<file path="src/rtl/top_pkg.sv">
// Shared types and constants for the dual transform pipeline.
package top_pkg;

    localparam int                 DATA_W     = 32;
    localparam int                 NUM_STAGES = 4;
    localparam logic [15:0]        LFSR_TAPS  = 16'hB400;
    localparam logic [DATA_W-1:0]  P2_XOR_K   = 32'h5A5A5A5A;
    localparam logic [DATA_W-1:0]  P2_ADD_K   = 32'd7;

    // One pipeline slot: valid flag travelling with its data word.
    typedef struct packed {
        logic              valid;
        logic [DATA_W-1:0] data;
    } stage_t;

    // Per-stage data transform selector.
    typedef enum logic [2:0] {
        XF_INC  = 3'd0,
        XF_MUL3 = 3'd1,
        XF_ADD7 = 3'd2,
        XF_XOR  = 3'd3,
        XF_PASS = 3'd4
    } xform_e;

    // Modular 32-bit transforms; x*3 is built as (x<<1)+x to avoid a multiplier.
    function automatic logic [DATA_W-1:0] apply_xform(input xform_e xf,
                                                      input logic [DATA_W-1:0] x);
        logic [DATA_W-1:0] r;
        case (xf)
            XF_INC:  r = x + DATA_W'(1);
            XF_MUL3: r = (x << 1) + x;
            XF_ADD7: r = x + P2_ADD_K;
            XF_XOR:  r = x ^ P2_XOR_K;
            default: r = x;
        endcase
        return r;
    endfunction

    // Transform used by stage idx (1..NUM_STAGES) of pipeline 2.
    function automatic xform_e p2_xform(input int idx);
        xform_e r;
        case (idx)
            1:       r = XF_MUL3;
            2:       r = XF_ADD7;
            3:       r = XF_XOR;
            default: r = XF_PASS;
        endcase
        return r;
    endfunction

endpackage

</file>
<file path="src/rtl/top_pipe_stage.sv">
// One pipeline register: async clear, hold on stall, fixed data transform.
module pipe_stage
    import top_pkg::*;
#(
    parameter xform_e XFORM = XF_PASS
) (
    input  logic   clk_i,
    input  logic   rst_i,
    input  logic   stall_i,
    input  stage_t d_i,
    output stage_t q_o
);

    stage_t stage_q;
    stage_t stage_d;

    // Next slot: valid passes through, transform applied whether or not valid.
    always_comb begin
        stage_d      = d_i;
        stage_d.data = apply_xform(XFORM, d_i.data);
    end

    // Slot register; frozen while the global stall is high.
    always_ff @(posedge clk_i or posedge rst_i) begin
        if (rst_i) begin
            stage_q <= '0;
        end else if (!stall_i) begin
            stage_q <= stage_d;
        end
    end

    assign q_o = stage_q;

endmodule

</file>
<file path="src/rtl/top.sv">
// Two independent 5-register pipelines sharing an LFSR-driven global stall.
module top
    import top_pkg::*;
#(
    parameter bit          STALL_EN  = 1'b1,
    parameter logic [15:0] LFSR_SEED = 16'hACE1
) (
    input  logic              clk,
    input  logic              reset,
    output logic [DATA_W-1:0] out_data_1,
    output logic [DATA_W-1:0] out_data_2,
    output logic              out_valid_1,
    output logic              out_valid_2
);

    // An all-zero seed would lock the LFSR at zero forever.
    if (LFSR_SEED == 16'h0000) begin : g_bad_seed
        $error("top: LFSR_SEED must be nonzero");
    end

    logic [15:0]       lfsr_q;
    logic [15:0]       lfsr_d;
    logic              stall;
    logic [DATA_W-1:0] cnt1_q;
    logic [DATA_W-1:0] cnt1_d;
    logic [DATA_W-1:0] cnt2_q;
    logic [DATA_W-1:0] cnt2_d;
    stage_t            p1_s0_q;
    stage_t            p2_s0_q;
    stage_t            p1_stg [0:NUM_STAGES];
    stage_t            p2_stg [0:NUM_STAGES];

    // Galois right-shift step: feedback bit is the outgoing LSB.
    always_comb begin
        lfsr_d = {1'b0, lfsr_q[15:1]};
        if (lfsr_q[0]) begin
            lfsr_d = lfsr_d ^ LFSR_TAPS;
        end
    end

    // Stall generator free-runs, independent of the stall it produces.
    always_ff @(posedge clk or posedge reset) begin
        if (reset) begin
            lfsr_q <= LFSR_SEED;
        end else begin
            lfsr_q <= lfsr_d;
        end
    end

    // Decoded from a register only, so no input reaches the outputs combinationally.
    assign stall = STALL_EN && (lfsr_q[1:0] == 2'b00);

    assign cnt1_d = cnt1_q + DATA_W'(1);
    assign cnt2_d = cnt2_q + DATA_W'(2);

    // Sources: capture the running count as a new valid item, then advance.
    always_ff @(posedge clk or posedge reset) begin
        if (reset) begin
            cnt1_q  <= '0;
            cnt2_q  <= '0;
            p1_s0_q <= '0;
            p2_s0_q <= '0;
        end else if (!stall) begin
            cnt1_q  <= cnt1_d;
            cnt2_q  <= cnt2_d;
            p1_s0_q <= '{valid: 1'b1, data: cnt1_q};
            p2_s0_q <= '{valid: 1'b1, data: cnt2_q};
        end
    end

    assign p1_stg[0] = p1_s0_q;
    assign p2_stg[0] = p2_s0_q;

    for (genvar i = 1; i <= NUM_STAGES; i++) begin : g_stage
        pipe_stage #(.XFORM(XF_INC)) u_p1 (
            .clk_i   (clk),
            .rst_i   (reset),
            .stall_i (stall),
            .d_i     (p1_stg[i-1]),
            .q_o     (p1_stg[i])
        );
        pipe_stage #(.XFORM(p2_xform(i))) u_p2 (
            .clk_i   (clk),
            .rst_i   (reset),
            .stall_i (stall),
            .d_i     (p2_stg[i-1]),
            .q_o     (p2_stg[i])
        );
    end

    // An item is reported only in the cycle it leaves the last stage.
    assign out_data_1  = p1_stg[NUM_STAGES].data;
    assign out_data_2  = p2_stg[NUM_STAGES].data;
    assign out_valid_1 = p1_stg[NUM_STAGES].valid & ~stall;
    assign out_valid_2 = p2_stg[NUM_STAGES].valid & ~stall;

endmodule

</file>
<file path="config.mk">
export PLATFORM = sky130hd
export DESIGN_NAME = top
export DESIGN_NICKNAME = d
export VERILOG_FILES = /design/src/rtl/top_pkg.sv /design/src/rtl/top_pipe_stage.sv /design/src/rtl/top.sv
export SDC_FILE = /design/constraint.sdc
export NUM_CORES = 1
export LEC_CHECK = 0
export BUFFER_PORTS_ARGS = -buffer_cell sky130_fd_sc_hd__buf_2
export CORE_MARGIN = 5
export CORE_UTILIZATION = 41
export DETAILED_ROUTE_END_ITERATION = 6
export PLACE_DENSITY_LB_ADDON = 0.25
export REMOVE_ABC_BUFFERS = 1
export SYNTH_ARGS = -nofsm -noshare
export SYNTH_HDL_FRONTEND = slang
export SYNTH_SLANG_ARGS = --single-unit
export TNS_END_PERCENT = 50
</file>
<file path="constraint.sdc">
create_clock -name clk -period 13.8 [get_ports clk]
set_clock_uncertainty 0.1 [all_clocks]
set_input_delay 1.38 -clock clk [delete_from_list [all_inputs] [get_ports clk]]
set_output_delay 1.38 -clock clk [all_outputs]
set_load 0.01 [all_outputs]
</file>
==> results of run 1 <==
critical path, stage by stage, from the launching register on:
cell and delay [ps]:
dfstp_2 420, nor2_4 710, buf_4 800, buf_4 990, o21ai_0 250
registers in the layout, summed over array words and instances, names as in the netlist:
name and cells:
p2_s0_q 31, g_stage.u_p2.q_o 128, g_stage.u_p1.q_o 129, lfsr_q 16
cnt2_q 31, cnt1_q 32, p1_s0_q 32
power by group:
group / total, mW / switching, mW / leakage (nW) / internal (mW)
Sequential: 1.17 / 0 / 5.55 / 1.17
Combinational: 0.0226 / 0.0217 / 3.61 / 0.000924
Clock: 1.14 / 0.464 / 0.702 / 0.676
how the worst min path moves through the flow:
stage	startpoint	to	slack [ps]	depth (start not counted)
after floorplan	lfsr_q[2]	lfsr_q[1]	230	0
after global placement	lfsr_q[12]	lfsr_q[11]	230	0
after detailed placement	lfsr_q[4]	lfsr_q[3]	240	0
after CTS	lfsr_q[7]	lfsr_q[6]	250	0
after global routing	lfsr_q[7]	lfsr_q[6]	260	0
final	lfsr_q[7]	lfsr_q[6]	250	0
cell type report:
class / count / area (um2)
clock buffer: 64 / 1310
clock inverter: 16 / 123
fill: 4467 / 25200
inverter: 17 / 71.3
multi-input combinational: 1540 / 8470
sequential: 399 / 9990
tap: 607 / 759
timing repair buffer: 76 / 415
through the flow:
step / utilization (%) / worst slack [ps] / setup TNS (ps) / power, mW
6_report: 45.6 / 10260 / 0 / 2.33
5_1_grt: 45.6 / 9810 / 0 / 2.42
4_1_cts: 45.6 / 10200 / 0 / 2.38
3_5_place_dp: 42.5 / 9830 / 0 / 1.22
3_3_place_gp: 42.5 / 9880 / 0 / 1.22
2_1_floorplan: - / -534 / -61090 / 1.21
routing by layer:
metal | track usage [%] | vias up | wire [um]
met3 | 2.85 | 65 | 1290
met2 | 25.1 | 135 | 17100
li1 | - | 6939 | -
met1 | 17.2 | 6250 | 15600
met4 | 3.75 | 0 | 826
met5 | 0 | - | 0
cell usage after synthesis, types with 2 or more instances:
cell | number | area [um2]
nand2_1 | 598 | 2240
dfrtp_1 | 391 | 9780
o21ai_0 | 173 | 866
xor2_1 | 122 | 1070
xnor2_1 | 112 | 981
nor2_1 | 108 | 405
nand3_1 | 77 | 385
clkbuf_1 | 75 | 282
a21oi_1 | 68 | 340
nand4_1 | 65 | 407
ha_1 | 36 | 450
buf_4 | 34 | 255
and3_1 | 31 | 194
nor3_1 | 19 | 95.1
a21o_1 | 17 | 128
inv_1 | 17 | 63.8
and4_1 | 15 | 131
and2_1 | 9 | 56.3
nor2b_1 | 9 | 56.3
buf_1 | 8 | 30.0
dfstp_2 | 8 | 210
a31oi_1 | 7 | 43.8
nor4_1 | 7 | 43.8
a211oi_1 | 5 | 37.5
or2_2 | 5 | 31.3
or3_1 | 5 | 31.3
nand3b_1 | 4 | 30.0
o211ai_1 | 4 | 30.0
a21boi_0 | 3 | 22.5
nor3b_1 | 3 | 22.5
or4_4 | 3 | 33.8
a221oi_1 | 2 | 17.5
clkbuf_8 | 2 | 27.5
nand4b_1 | 2 | 17.5
nor4_2 | 2 | 25.0
o2111ai_1 | 2 | 17.5
o211a_1 | 2 | 20.0
o21ai_1 | 2 | 10.0
o21ai_2 | 2 | 17.5
o31ai_1 | 2 | 15.0
kinds of logic (layout without fill, tap and decap cells):
group	count (synthesis)	after routing	share of synthesized area, %
AOI/OAI and AO/OA	298	298	8.58
xor gates and xnor gates	234	234	10.7
adders and majority gates	37	37	2.46
buffers and inverters	138	173	3.52
DFF	399	399	52.2
muxes	1	1	0.0523
and+or+nand+nor	970	970	22.4
layout by cell type (no fill, tap or decap), types with 15 or more instances in the layout:
cell type  Yosys  final
nor3_1        19     19
nand2_1      598    598
a21o_1        17     17
clkbuf_16      0     45
xnor2_1      112    112
buf_2          1     67
dfrtp_1      391    391
and3_1        31     31
and4_1        15     15
nand4_1       65     65
inv_1         17     16
xor2_1       122    122
nor2_1       108    107
ha_1          36     36
nand3_1       77     77
o21ai_0      173    173
a21oi_1       68     68
==> flow_summary.ini, run 1 <==
[run_status]
status = completed

[clock_tree]
post-cts-setup-buffer-count = 0
clkSlewWorstSetupHoldPaths_ps = 60
cts_sinks = 399
clock_latency_ps = 560
htree_levels = 2
holdBufCountCts = 0
cts_tree = yes
ctsLongestPathBuffers = 3
cts_made_buffers = 44
clock_tree.root_cell = clkbuf_16
cts_resized = 0

[floorplan]
fp.dieW_um = 226
start_util_pct = 41.3
die-area_um2 = 51100
ios = 68
rows = 79
fp.dieH_um = 226
core_area_um2 = 46400

[sta]
worst_pin_slew_ps = 1110
hold_ws_ps = 250
finalSetupViolations = 0
fin_crit_sh_pct = 25.6
slew_viol_final = 0
finalCriticalPeriod_ps = 3540
fmax_ghz = 0.283
finalHoldViolations = 0
worst_slew_margin_rel_pct = 26.0
rsz0062_at_grt = no

[global_routing]
grt_pass1_wl_mm = 61.7
grt_max_degree = 173
overflow = 0
first_global_vias = 13305
antenna_found_initial = 0
grtUsageTotal_pct = 14.0

[critical_path]
required_ps = 14080
crit_fanout = 139
worstPathArrival_ps = 3820
rr_startpoint = lfsr_q[0]
crit_path_end = g_stage[4].u_p1.q_o[11]
startpoint = lfsr_q[0]
endpoint_kind = flop
path_class = reg -> reg
r2r_slack_ps = 10260
crit_path_start_kind = flop
reg2reg_depth = 4
r2r_end = g_stage[4].u_p1.q_o[11]

[logic_synthesis]
avgSynthCellArea_um2 = 9.21
ys.flop_type = dfrtp_1
synth_seq_cells = 399
synth_edf_count = 0
yosysUniqueCellTypes = 61
seq_area_frac_synth_pct = 52.2
netlist_area_um2 = 19100
async_flop_share_pct = 100
syn_inst = 2077
yosysWarnings = 0

[cells_and_area]
design_area_um2 = 21100
diodes = 0
layout-drive-gt1-share_pct = 8.33
final_nets = 2117
finalNonFillerCells = 2719
area.growth.synth_to_final_pct = 10.5

[placed_design]
gp_congestion = 0.798
hpwl_mm = 23.3
dpl_cell_area_um2 = 19700
dp_cells = 2639
numPortBuffers = 67

[power_and_ir_drop]
vdd.ir_drop.worst_mv = 0.0975
power_density_nw_per_um2 = 110
p_leak_nw = 9.86

[routing]
post_drt_wl_per_cell_um = 12.8
routed_via_density = 4.92
dr_total_vias = 13389
dr.pass1.iters = 5
ant_nets = 0
drc = 0
wl_mm = 34.9
drtIter0Drc = 715

[min_path]
hp-class = reg -> reg

[run]
maxCapViolations = 0
Note: power is estimated with default switching activity, not from simulation.
==> run 2, diff against run 1 <==
clock period = 3.42 ns   (was 13.8 ns; I/O delays follow)
==> flow_summary.ini, run 2 (same netlist as run 1, synthesis figures left out) <==
[run_status]
status = completed

[floorplan]
fp.dieH_um = 226
die-area_um2 = 51100
ios = 68
core_area_um2 = 46400
fp.dieW_um = 226
rows = 79
start_util_pct = 41.3

[routing]
post_drt_wl_per_cell_um = 12.9
wl_met2_mm = 17.6
drtIter0Drc = 655
dr.pass1.iters = 4
drt-met1-wl_mm = 15.7
ant_nets = 0
dr_total_vias = 13355
wl_mm = 35.2
routed.top_layer = met4
route.met3.wl_um = 988
routed_via_density = 4.90
drc = 0

[clock_tree]
cts_sinks = 399
htree_levels = 2
clock_tree.root_cell = clkbuf_16
cts_tree = yes
cts_made_buffers = 43
cts_resized = 0
clkSlewWorstSetupHoldPaths_ps = 60
clock_latency_ps = 550
ctsLongestPathBuffers = 3

[cells_and_area]
largest_register_ffs = 129
final_nets = 2127
mostFrequentLayoutCell = nand2_1
diodes = 0
area.growth.synth_to_final_pct = 11.4
seqCellArea_um2 = 9990
design_area_um2 = 21300
finalNonFillerCells = 2727
layout-drive-gt1-share_pct = 8.63
multiInputGateArea_um2 = 8470
final_cell_mix = nand2_1 (598), dfrtp_1 (391), o21ai_0 (173), xor2_1 (122), xnor2_1 (112)
fillers = 4431

[sta]
finalHoldViolations = 0
finalCriticalPeriod_ps = 2970
rsz0062_at_grt = no
worst_slew_margin_rel_pct = 42.2
finalSetupViolations = 0
fin_crit_sh_pct = 86.9
hold_ws_ps = 248
worst_pin_slew_ps = 866
slew_viol_final = 0
tns_ps = 0
fmax_ghz = 0.336

[global_routing]
first_global_vias = 13282
grtUsageTotal_pct = 14.1
overflow = 0
grt_pass1_wl_mm = 62.4
antenna_found_initial = 0
grt_max_degree = 245

[power_and_ir_drop]
swShare_pct = 20.2
p_comb_share_pct = 1.1
p_seq_share_pct = 50.0
power_density_nw_per_um2 = 443
intPower_mw = 7.53
p_switching_mw = 1.91
p_leak_nw = 9.96
vdd.ir_drop.worst_mv = 0.387
p_clk_share_pct = 48.8

[critical_path]
crit_fanout = 5
path_class = reg -> reg
worstPathArrival_ps = 3280
path_cells = ha_1 -> fa_1 -> a21o_1 -> a221oi_1 -> buf_4 -> or3b_2 -> a21oi_1 -> a211oi_1 -> xor2_1 -> a21oi_1
cp_common_cell = a21oi_1
cpPeakStageDelay_ps = 430
required_ps = 3730
endpoint_kind = flop
crit_path_start_kind = flop
slowest_stage = dfrtp_1

[placed_design]
dpl_cell_area_um2 = 19900
dp_cells = 2649
numPortBuffers = 67
hpwl_mm = 23.9
gp_congestion = 0.821

[min_path]
hp-class = reg -> reg

[run]
maxCapViolations = 0
-- run 2: cell types whose count changed in the layout (fill, tap and decap cells not counted) --
cell / before / now
buf_12: 1 / 8
buf_4: 8 / 11
clkinvlp_4: 4 / 1
inv_6: 2 / 0
bufinv_16: 1 / 2
clkinv_4: 0 / 1
dlygate4sd3_1: 0 / 1
-- run 2: final cells by class --
class	instances	share of cell area (%)
inverters	17	0.335
multi-input cells	1540	39.8
clock buffers	64	6.13
clock inverters	13	0.569
well taps	607	3.56
repair buffers	87	2.76
flip-flops and latches	399	46.9
-- run 2: repair_timing --
item | CTS | global route
hold buffers | 1 | 0
setup buffers | 0 | 0
endpoints found under the hold margin | 90 | 0
-- run 2: through the flow --
| stage | setup slack (ps) | util [%] | power [mW] |
|---|---|---|---|
| 5_1_grt | 241 | 46.0 | 9.80 |
| 6_report | 447 | 46.0 | 9.44 |
| 2_1_floorplan | -10910 | - | 4.88 |
| 3_3_place_gp | 511 | 42.9 | 4.92 |
| 4_1_cts | 494 | 46.0 | 9.61 |
| 3_5_place_dp | 506 | 42.9 | 4.92 |
-- run 2: final timing paths --
kind	slack (ps)	cells after the start	endpoint	startpoint
max in group asynchronous	1970	4	g_stage[4].u_p2.q_o[21]	reset
worst max-delay path	450	10	g_stage[1].u_p2.q_o[26]	p2_s0_q[2]
worst min register to register	250	0	lfsr_q[1]	lfsr_q[2]
worst min-delay path	250	0	lfsr_q[1]	lfsr_q[2]
worst max register to register	450	10	g_stage[1].u_p2.q_o[26]	p2_s0_q[2]
min in group asynchronous	390	3	g_stage[4].u_p2.q_o[3]	reset
-- run 2: worst max-delay path, delay by kind of cell, from the launching register on --
kind,cells,cell delay [ps]
xor+xnor,1,190
simple gates,1,110
compound gates,5,1170
flops,1,430
buf+inv,1,200
fa+ha+maj,2,630
-- run 2: metal layers --
metal	GRT usage [%]	vias up
met5	0	-
met2	25.5	141
met4	4.37	0
met3	2.18	60
met1	17.6	6205
li1	-	6949
-- run 2: power by group through the flow --
stage | clock (mW) | combinational [mW] | sequential [mW]
after floorplan | 0 | 0.0680 | 4.81
after global placement | 0 | 0.112 | 4.81
after detailed placement | 0 | 0.113 | 4.81
after CTS | 4.77 | 0.114 | 4.72
after global routing | 4.95 | 0.129 | 4.72
final | 4.61 | 0.105 | 4.72
